`config.mk`:
```
export PLATFORM = sky130hd
export DESIGN_NAME = fifo_burst_reader
export DESIGN_NICKNAME = d
export VERILOG_FILES = /design/src/rtl/fifo_rd_pkg.sv /design/src/rtl/stream_skid_buf.sv /design/src/rtl/fifo_burst_reader.sv
export SDC_FILE = /design/constraint.sdc
export NUM_CORES = 1
export LEC_CHECK = 0
export CAP_MARGIN = 20
export CORE_MARGIN = 5
export CORE_UTILIZATION = 35
export CTS_CLUSTER_SIZE = 28
export DETAILED_ROUTE_END_ITERATION = 12
export PLACE_DENSITY = 0.67
export REMOVE_ABC_BUFFERS = 1
export SLEW_MARGIN = 20
export SYNTH_ARGS = -nofsm -noshare
export SYNTH_HDL_FRONTEND = slang
export SYNTH_HIERARCHICAL = 1
export SYNTH_SLANG_ARGS = --single-unit
```
`constraint.sdc`:
```
create_clock -name clk -period 5.5 [get_ports clk]
set_clock_uncertainty 0.2 [all_clocks]
set_input_delay 1.1 -clock clk [delete_from_list [all_inputs] [get_ports clk]]
set_output_delay 1.1 -clock clk [all_outputs]
set_load 0.02 [all_outputs]
```
`src/rtl/fifo_rd_pkg.sv`:
```
// Shared types for the FIFO burst reader.
// State encoding and output buffer sizing.
package fifo_rd_pkg;

  typedef enum logic [1:0] {
    IDLE  = 2'd0,
    RUN   = 2'd1,
    DRAIN = 2'd2
  } state_t;

  localparam int BUF_DEPTH = 2;
  localparam int CW        = $clog2(BUF_DEPTH + 1);

  // Occupancy after this cycle, counting the word still in flight.
  function automatic logic has_room(
    input logic [CW-1:0] cnt,
    input logic          infl,
    input logic          pop
  );
    logic [CW:0] occ;
    occ = {1'b0, cnt} + {{CW{1'b0}}, infl}
        - {{CW{1'b0}}, pop};
    return occ < (CW+1)'(BUF_DEPTH);
  endfunction

endpackage

```
`src/rtl/stream_skid_buf.sv`:
```
// Two-entry register buffer feeding a valid/ready stream.
// Entry 0 is always the head; it only moves on a pop.
module stream_skid_buf
  import fifo_rd_pkg::*;
#(
  parameter int DWIDTH = 16
) (
  input  logic              i_clk,
  input  logic              i_rst,
  input  logic              i_push,
  input  logic [DWIDTH-1:0] i_data,
  input  logic              i_ready,
  output logic              o_valid,
  output logic [DWIDTH-1:0] o_data,
  output logic [CW-1:0]     o_count
);

  logic [DWIDTH-1:0] r_d0;
  logic [DWIDTH-1:0] r_d1;
  logic [CW-1:0]     r_cnt;
  logic              w_pop;

  assign o_valid = (r_cnt != '0);
  assign o_data  = r_d0;
  assign o_count = r_cnt;
  assign w_pop   = o_valid & i_ready;

  always_ff @(posedge i_clk) begin
    if (i_rst) begin
      r_d0  <= '0;
      r_d1  <= '0;
      r_cnt <= '0;
    end else begin
      unique case ({i_push, w_pop})
        2'b10: begin
          if (r_cnt == '0) r_d0 <= i_data;
          else             r_d1 <= i_data;
          r_cnt <= r_cnt + CW'(1);
        end
        2'b01: begin
          r_d0  <= r_d1;
          r_cnt <= r_cnt - CW'(1);
        end
        2'b11: begin
          if (r_cnt == CW'(1)) begin
            r_d0 <= i_data;
          end else begin
            r_d0 <= r_d1;
            r_d1 <= i_data;
          end
        end
        default: ;
      endcase
    end
  end

endmodule

```
`src/rtl/fifo_burst_reader.sv`:
```
// Command-driven burst reader: drains a sync FIFO
// into a valid/ready stream with last/done marking.
module fifo_burst_reader
  import fifo_rd_pkg::*;
#(
  parameter int DWIDTH = 16,
  parameter int LWIDTH = 8
) (
  input  logic              clk,
  input  logic              rst,
  input  logic              cmd_valid,
  output logic              cmd_ready,
  input  logic [LWIDTH-1:0] cmd_len,
  input  logic              fifo_empty,
  output logic              fifo_rd_en,
  input  logic [DWIDTH-1:0] fifo_dout,
  output logic              m_valid,
  input  logic              m_ready,
  output logic [DWIDTH-1:0] m_data,
  output logic              m_last,
  output logic              done,
  output logic              busy
);

  state_t            r_state;
  state_t            w_state_nxt;
  logic [LWIDTH-1:0] r_issue_cnt;
  logic [LWIDTH-1:0] r_beat_cnt;
  logic              r_inflight;
  logic              r_done;

  logic              w_accept;
  logic              w_rd;
  logic              w_pop;
  logic              w_last_pop;
  logic              w_done_nxt;
  logic              w_buf_valid;
  logic [DWIDTH-1:0] w_buf_data;
  logic [CW-1:0]     w_buf_cnt;

  stream_skid_buf #(
    .DWIDTH (DWIDTH)
  ) u_buf (
    .i_clk   (clk),
    .i_rst   (rst),
    .i_push  (r_inflight),
    .i_data  (fifo_dout),
    .i_ready (m_ready),
    .o_valid (w_buf_valid),
    .o_data  (w_buf_data),
    .o_count (w_buf_cnt)
  );

  // Outputs are forced quiet for the whole reset cycle.
  assign m_valid = w_buf_valid & ~rst;
  assign m_data  = rst ? '0 : w_buf_data;
  assign m_last  = m_valid & (r_beat_cnt == LWIDTH'(1));
  assign done    = r_done & ~rst;
  assign busy    = (r_state != IDLE) & ~rst;

  always_ff @(posedge clk) begin
    if (rst) r_state <= IDLE;
    else     r_state <= w_state_nxt;
  end

  always_comb begin
    w_state_nxt = r_state;
    cmd_ready   = 1'b0;
    w_pop       = m_valid & m_ready;
    w_last_pop  = w_pop & (r_beat_cnt == LWIDTH'(1));
    w_rd        = 1'b0;
    w_accept    = 1'b0;
    w_done_nxt  = 1'b0;
    unique case (r_state)
      IDLE: begin
        cmd_ready = ~rst;
        w_accept  = cmd_valid & ~rst;
        if (w_accept) begin
          if (cmd_len != '0) w_state_nxt = RUN;
          else               w_done_nxt  = 1'b1;
        end
      end
      RUN: begin
        w_rd = ~rst & ~fifo_empty
             & (r_issue_cnt != '0)
             & has_room(w_buf_cnt, r_inflight,
                        w_pop);
        if (w_rd && r_issue_cnt == LWIDTH'(1))
          w_state_nxt = DRAIN;
      end
      DRAIN: begin
        if (w_last_pop) begin
          w_state_nxt = IDLE;
          w_done_nxt  = 1'b1;
        end
      end
      default: w_state_nxt = IDLE;
    endcase
  end

  assign fifo_rd_en = w_rd;

  always_ff @(posedge clk) begin
    if (rst) begin
      r_issue_cnt <= '0;
      r_beat_cnt  <= '0;
      r_inflight  <= 1'b0;
      r_done      <= 1'b0;
    end else begin
      r_inflight <= w_rd;
      r_done     <= w_done_nxt;
      if (w_accept) begin
        r_issue_cnt <= cmd_len;
        r_beat_cnt  <= cmd_len;
      end else begin
        if (w_rd && r_issue_cnt != '0)
          r_issue_cnt <= r_issue_cnt - LWIDTH'(1);
        if (w_pop && r_beat_cnt != '0)
          r_beat_cnt <= r_beat_cnt - LWIDTH'(1);
      end
    end
  end

endmodule

```
==> results.md, run 1 <==
* P_int at around 860 µW
* Post-CTS Resized at 0
* Reg clk slew, reported paths at roughly 0.10 ns
* Final wirelength at about 7600 µm
* Switch Pwr at 584.0 µW
* R2R Path Start: u_buf/o_count[1]$_SDFFE_PP0P_
* Req. time, crit path at between 4 and 5 ns
* Initial antenna violation count at 0
* TritonCTS clock tree: yes
* Slew @ Worst Pin at 0.9756 ns
* Commonest cells post-synth: 54 x dfxtp_1, 37 x nor2_1, 37 x o21ai_0, 35 x nand3_1, 31 x a21oi_1
* Clock root cell: clkbuf_8
* RSZ-0062 raised after global routing: false
* CP endpoint kind: output pin
* Min-delay src: u_buf/r_d1[8]$_SDFFE_PP0P_
* Starting density of the core at between 30% and 40%
* Die ar. at 0.01056 mm²
* Filler instances at 830
* Crit path DAT at 3.83 ns
* Via count at approximately 2800
* Largest net degree at the start of global routing at 75
* Area growth, synth to finish at 20.93%
* Asr flop ratio synth at 0%
* Minimum clock period at roughly 5 ns
* HP Class: register to register
* Register bit total from synthesis at between 50 and 60
* Syn. warnings at 6
* Number of clock sinks at 54
* Main flop type after synthesis: dfxtp_1
* Hold Violations, Final at 0
* Yosys cell types at 53
* CORE AREA at ~0.0083 mm²
* Post-Synthesis Cells at 370
* Number of post-CTS setup repair buffers at 0
* Worst Hold End: u_buf/r_d1[8]$_SDFFE_PP0P_
* Post-synth top area cell: dfxtp_1
* All-Layer GR Usage at between 10% and 20%
* Vias per inst at roughly 5.5
* Fin crit share at about 93%
* Initial DRC Count at between 150 and 200
* Pwr Density at a little under 400 mW/mm²
* CTS Hold Bufs at 0
* First-pass GRT wire length at approximately 13000 µm
* Setup violators final at 0
* Nets at about 450
* Largest stage delay on the critical path at between 0.6 and 0.7 ns
* Reg-to-reg critical path endpoint: r_issue_cnt[4]$_SDFFE_PP0P_
* Clock latency at the later pin of the worst-skew pair at 0.31 ns
* 1st-pass router iterations at 4
* FF-to-FF setup slack at around 2.1 ns
* Register share of total power at a little under two fifths
* Critical-path top delay cell: clkdlybuf4s50_1
* Num CTS Buffers at 5
* Cell repeated most along the worst path: clkdlybuf4s50_1
* DPL Wire Length at between 5000 and 6000 µm
* Number of DRC violations after detailed routing at 0
* Worst path cell trace: clkdlybuf4s50_1 -> nand3b_4 -> clkinv_2 -> ha_1 -> nand2b_1 -> fa_1 -> xnor2_1 -> nand4_1 -> nor2_1 -> clkdlybuf4s50_1
* Grt ovf at 0
* EDFF count, synth at 0
* FP Rows at 33
* Number of port buffers at 50
* Switching share of total power at around two fifths
* Worst VDD drop at 0.1524 mV
* Gate power share at between 40% and 50%
* Top cell type's share of synthesized area at 35.88%
* H-tree depth at 2
* Post-synthesis average cell area at roughly 8 µm²
* Cell Area, Synth at between 0.003 and 0.004 mm²
* Layout Utilization at between 40 and 50%
* Hold path depth at 2
* Routed len/inst at about 15 µm
* CP startpoint kind: input port
* Antenna diode count at 0
* WS Path Type: input port to output pin
* Die W at 102.8 µm
* Status: finished clean
* Reg2Reg Depth at 13
* Vias in the first global route at 2767
* Worst-path maximum fanout at 6
* Slew Limit Fails at 0
* Clock power frac at 16.6%
* Count leader, synth: dfxtp_1
* Leak pwr at roughly 1.2 nW
* Slew headroom at 34.72%
* Maximum Capacitance Violations at 0
* Fraction of layout cells with a size suffix above 1 at 7.617%
* Fmax at 194.9 MHz
* Synth top area cells: dfxtp_1 36%, o21ai_0 6.1%, nand3_1 5.8%
* Final setup TNS at 0 ns
* Max Root-Sink Buffers at 2
* Post-synthesis sequential area ratio at between 30 and 40%
* ANT nets after route at 0
* I/O Pins at a little over 50
* Die Ht at 102.8 µm
* Final Wtd Congestion at between 0.8 and 0.9
## stage by stage
stage                     power [mW]  cells  hold WS, ns  setup slack, ns  area [µm²]
final                          1.447    512       0.2809           0.3686        3643
after floorplan                1.006    346       0.2334            1.082        2897
after global routing           1.557    512       0.3001           0.1706        3643
after CTS                      1.454    512       0.2780           0.3379        3643
after global placement         1.199    504       0.2575           0.4201        3546
after detailed placement       1.215    504       0.2632           0.3427        3546
## flip-flops by register name (all words and copies together), names as in the netlist
register,count
r_done,1
u_buf/o_count,2
r_beat_cnt,8
u_buf/o_data,16
r_issue_cnt,8
r_inflight,1
r_state,2
u_buf/r_d1,16
## kinds of logic after synthesis
family	synth area share, %
AND/OR/NAND/NOR	25.33
AO/OA/AOI/OAI	24.88
flip-flops	35.88
buffers and inverters	5.772
adder cells (fa/ha/maj)	6.063
XOR/XNOR	0.8723
multiplexers	1.204
## cell usage in the layout, fill, tap and decap left out, types with 2 or more instances in the layout
master and count:
nand2b_1 4, a311oi_2 10, a31oi_1 4, o21ai_0 37
or4_1 2, a211oi_1 7, a21oi_1 31, nor2b_1 21
nand4_1 4, nand3_1 35, nor3_1 4, a32oi_1 4
clkbuf_8 5, nor3b_1 3, nor4_1 4, and3_1 2
nand2_1 16, nor2_1 37, clkdlybuf4s50_1 49, o21ai_1 5
buf_4 3, and4_1 2, a311oi_1 7, or3_1 3
inv_1 13, dfxtp_1 54, ha_1 13, xnor2_1 2
## cell type report
cell class	count	area [µm²]	share of cell area (%)
Multi-Input combinational cell	277	1758	48.25
Sequential cell	54	1081	29.67
Timing Repair Buffer	53	518.0	14.22
Tap cell	105	131.4	3.606
Clock buffer	5	68.82	1.889
Inverter	15	57.56	1.580
Clock inverter	3	28.78	0.7898
## power by group through the flow
stage / clock network, mW / logic [mW] / registers [mW]
6_report: 0.240 / 0.674 / 0.532
5_1_grt: 0.264 / 0.748 / 0.545
4_1_cts: 0.245 / 0.676 / 0.533
3_5_place_dp: 0 / 0.674 / 0.541
3_3_place_gp: 0 / 0.662 / 0.537
2_1_floorplan: 0 / 0.478 / 0.528
## metal layers
| metal | global-route usage, % | vias up | part of all wire [%] |
|---|---|---|---|
| met3 | 2.097 | 8 | 3.7 |
| li1 | - | 1412 | - |
| met5 | 0 | - | 0 |
| met2 | 24.28 | 56 | 48 |
| met1 | 19.31 | 1321 | 47 |
| met4 | 5.578 | 0 | 1.6 |
## worst max-delay path, delay by kind of cell
family | cells | cell delay [ns]
buffers and inverters | 3 | 1.22
adder cells (fa/ha/maj) | 2 | 0.66
AND/OR/NAND/NOR | 4 | 0.62
XOR/XNOR | 1 | 0.22
## worst max-delay path by stage
stage	startpoint	end	depth (start not counted)
finish	m_ready	fifo_rd_en	10
global route	m_ready	fifo_rd_en	10
CTS	m_ready	fifo_rd_en	10
detailed placement	m_ready	fifo_rd_en	10
global placement	m_ready	fifo_rd_en	10
floorplan	rst	fifo_rd_en	8
No activity file was read; power rests on OpenSTA's default activity.
==> run 2: changes to the inputs <==
--- a/config.mk
+++ b/config.mk
@@ -8,6 +8,7 @@
 export CAP_MARGIN = 20
 export CORE_MARGIN = 5
 export CORE_UTILIZATION = 35
+export CTS_CLUSTER_DIAMETER = 40
 export CTS_CLUSTER_SIZE = 28
 export DETAILED_ROUTE_END_ITERATION = 12
 export PLACE_DENSITY = 0.67
==> results of run 2 <==
Same layout as run 1: the final DEF is identical, and so are final timing and power.
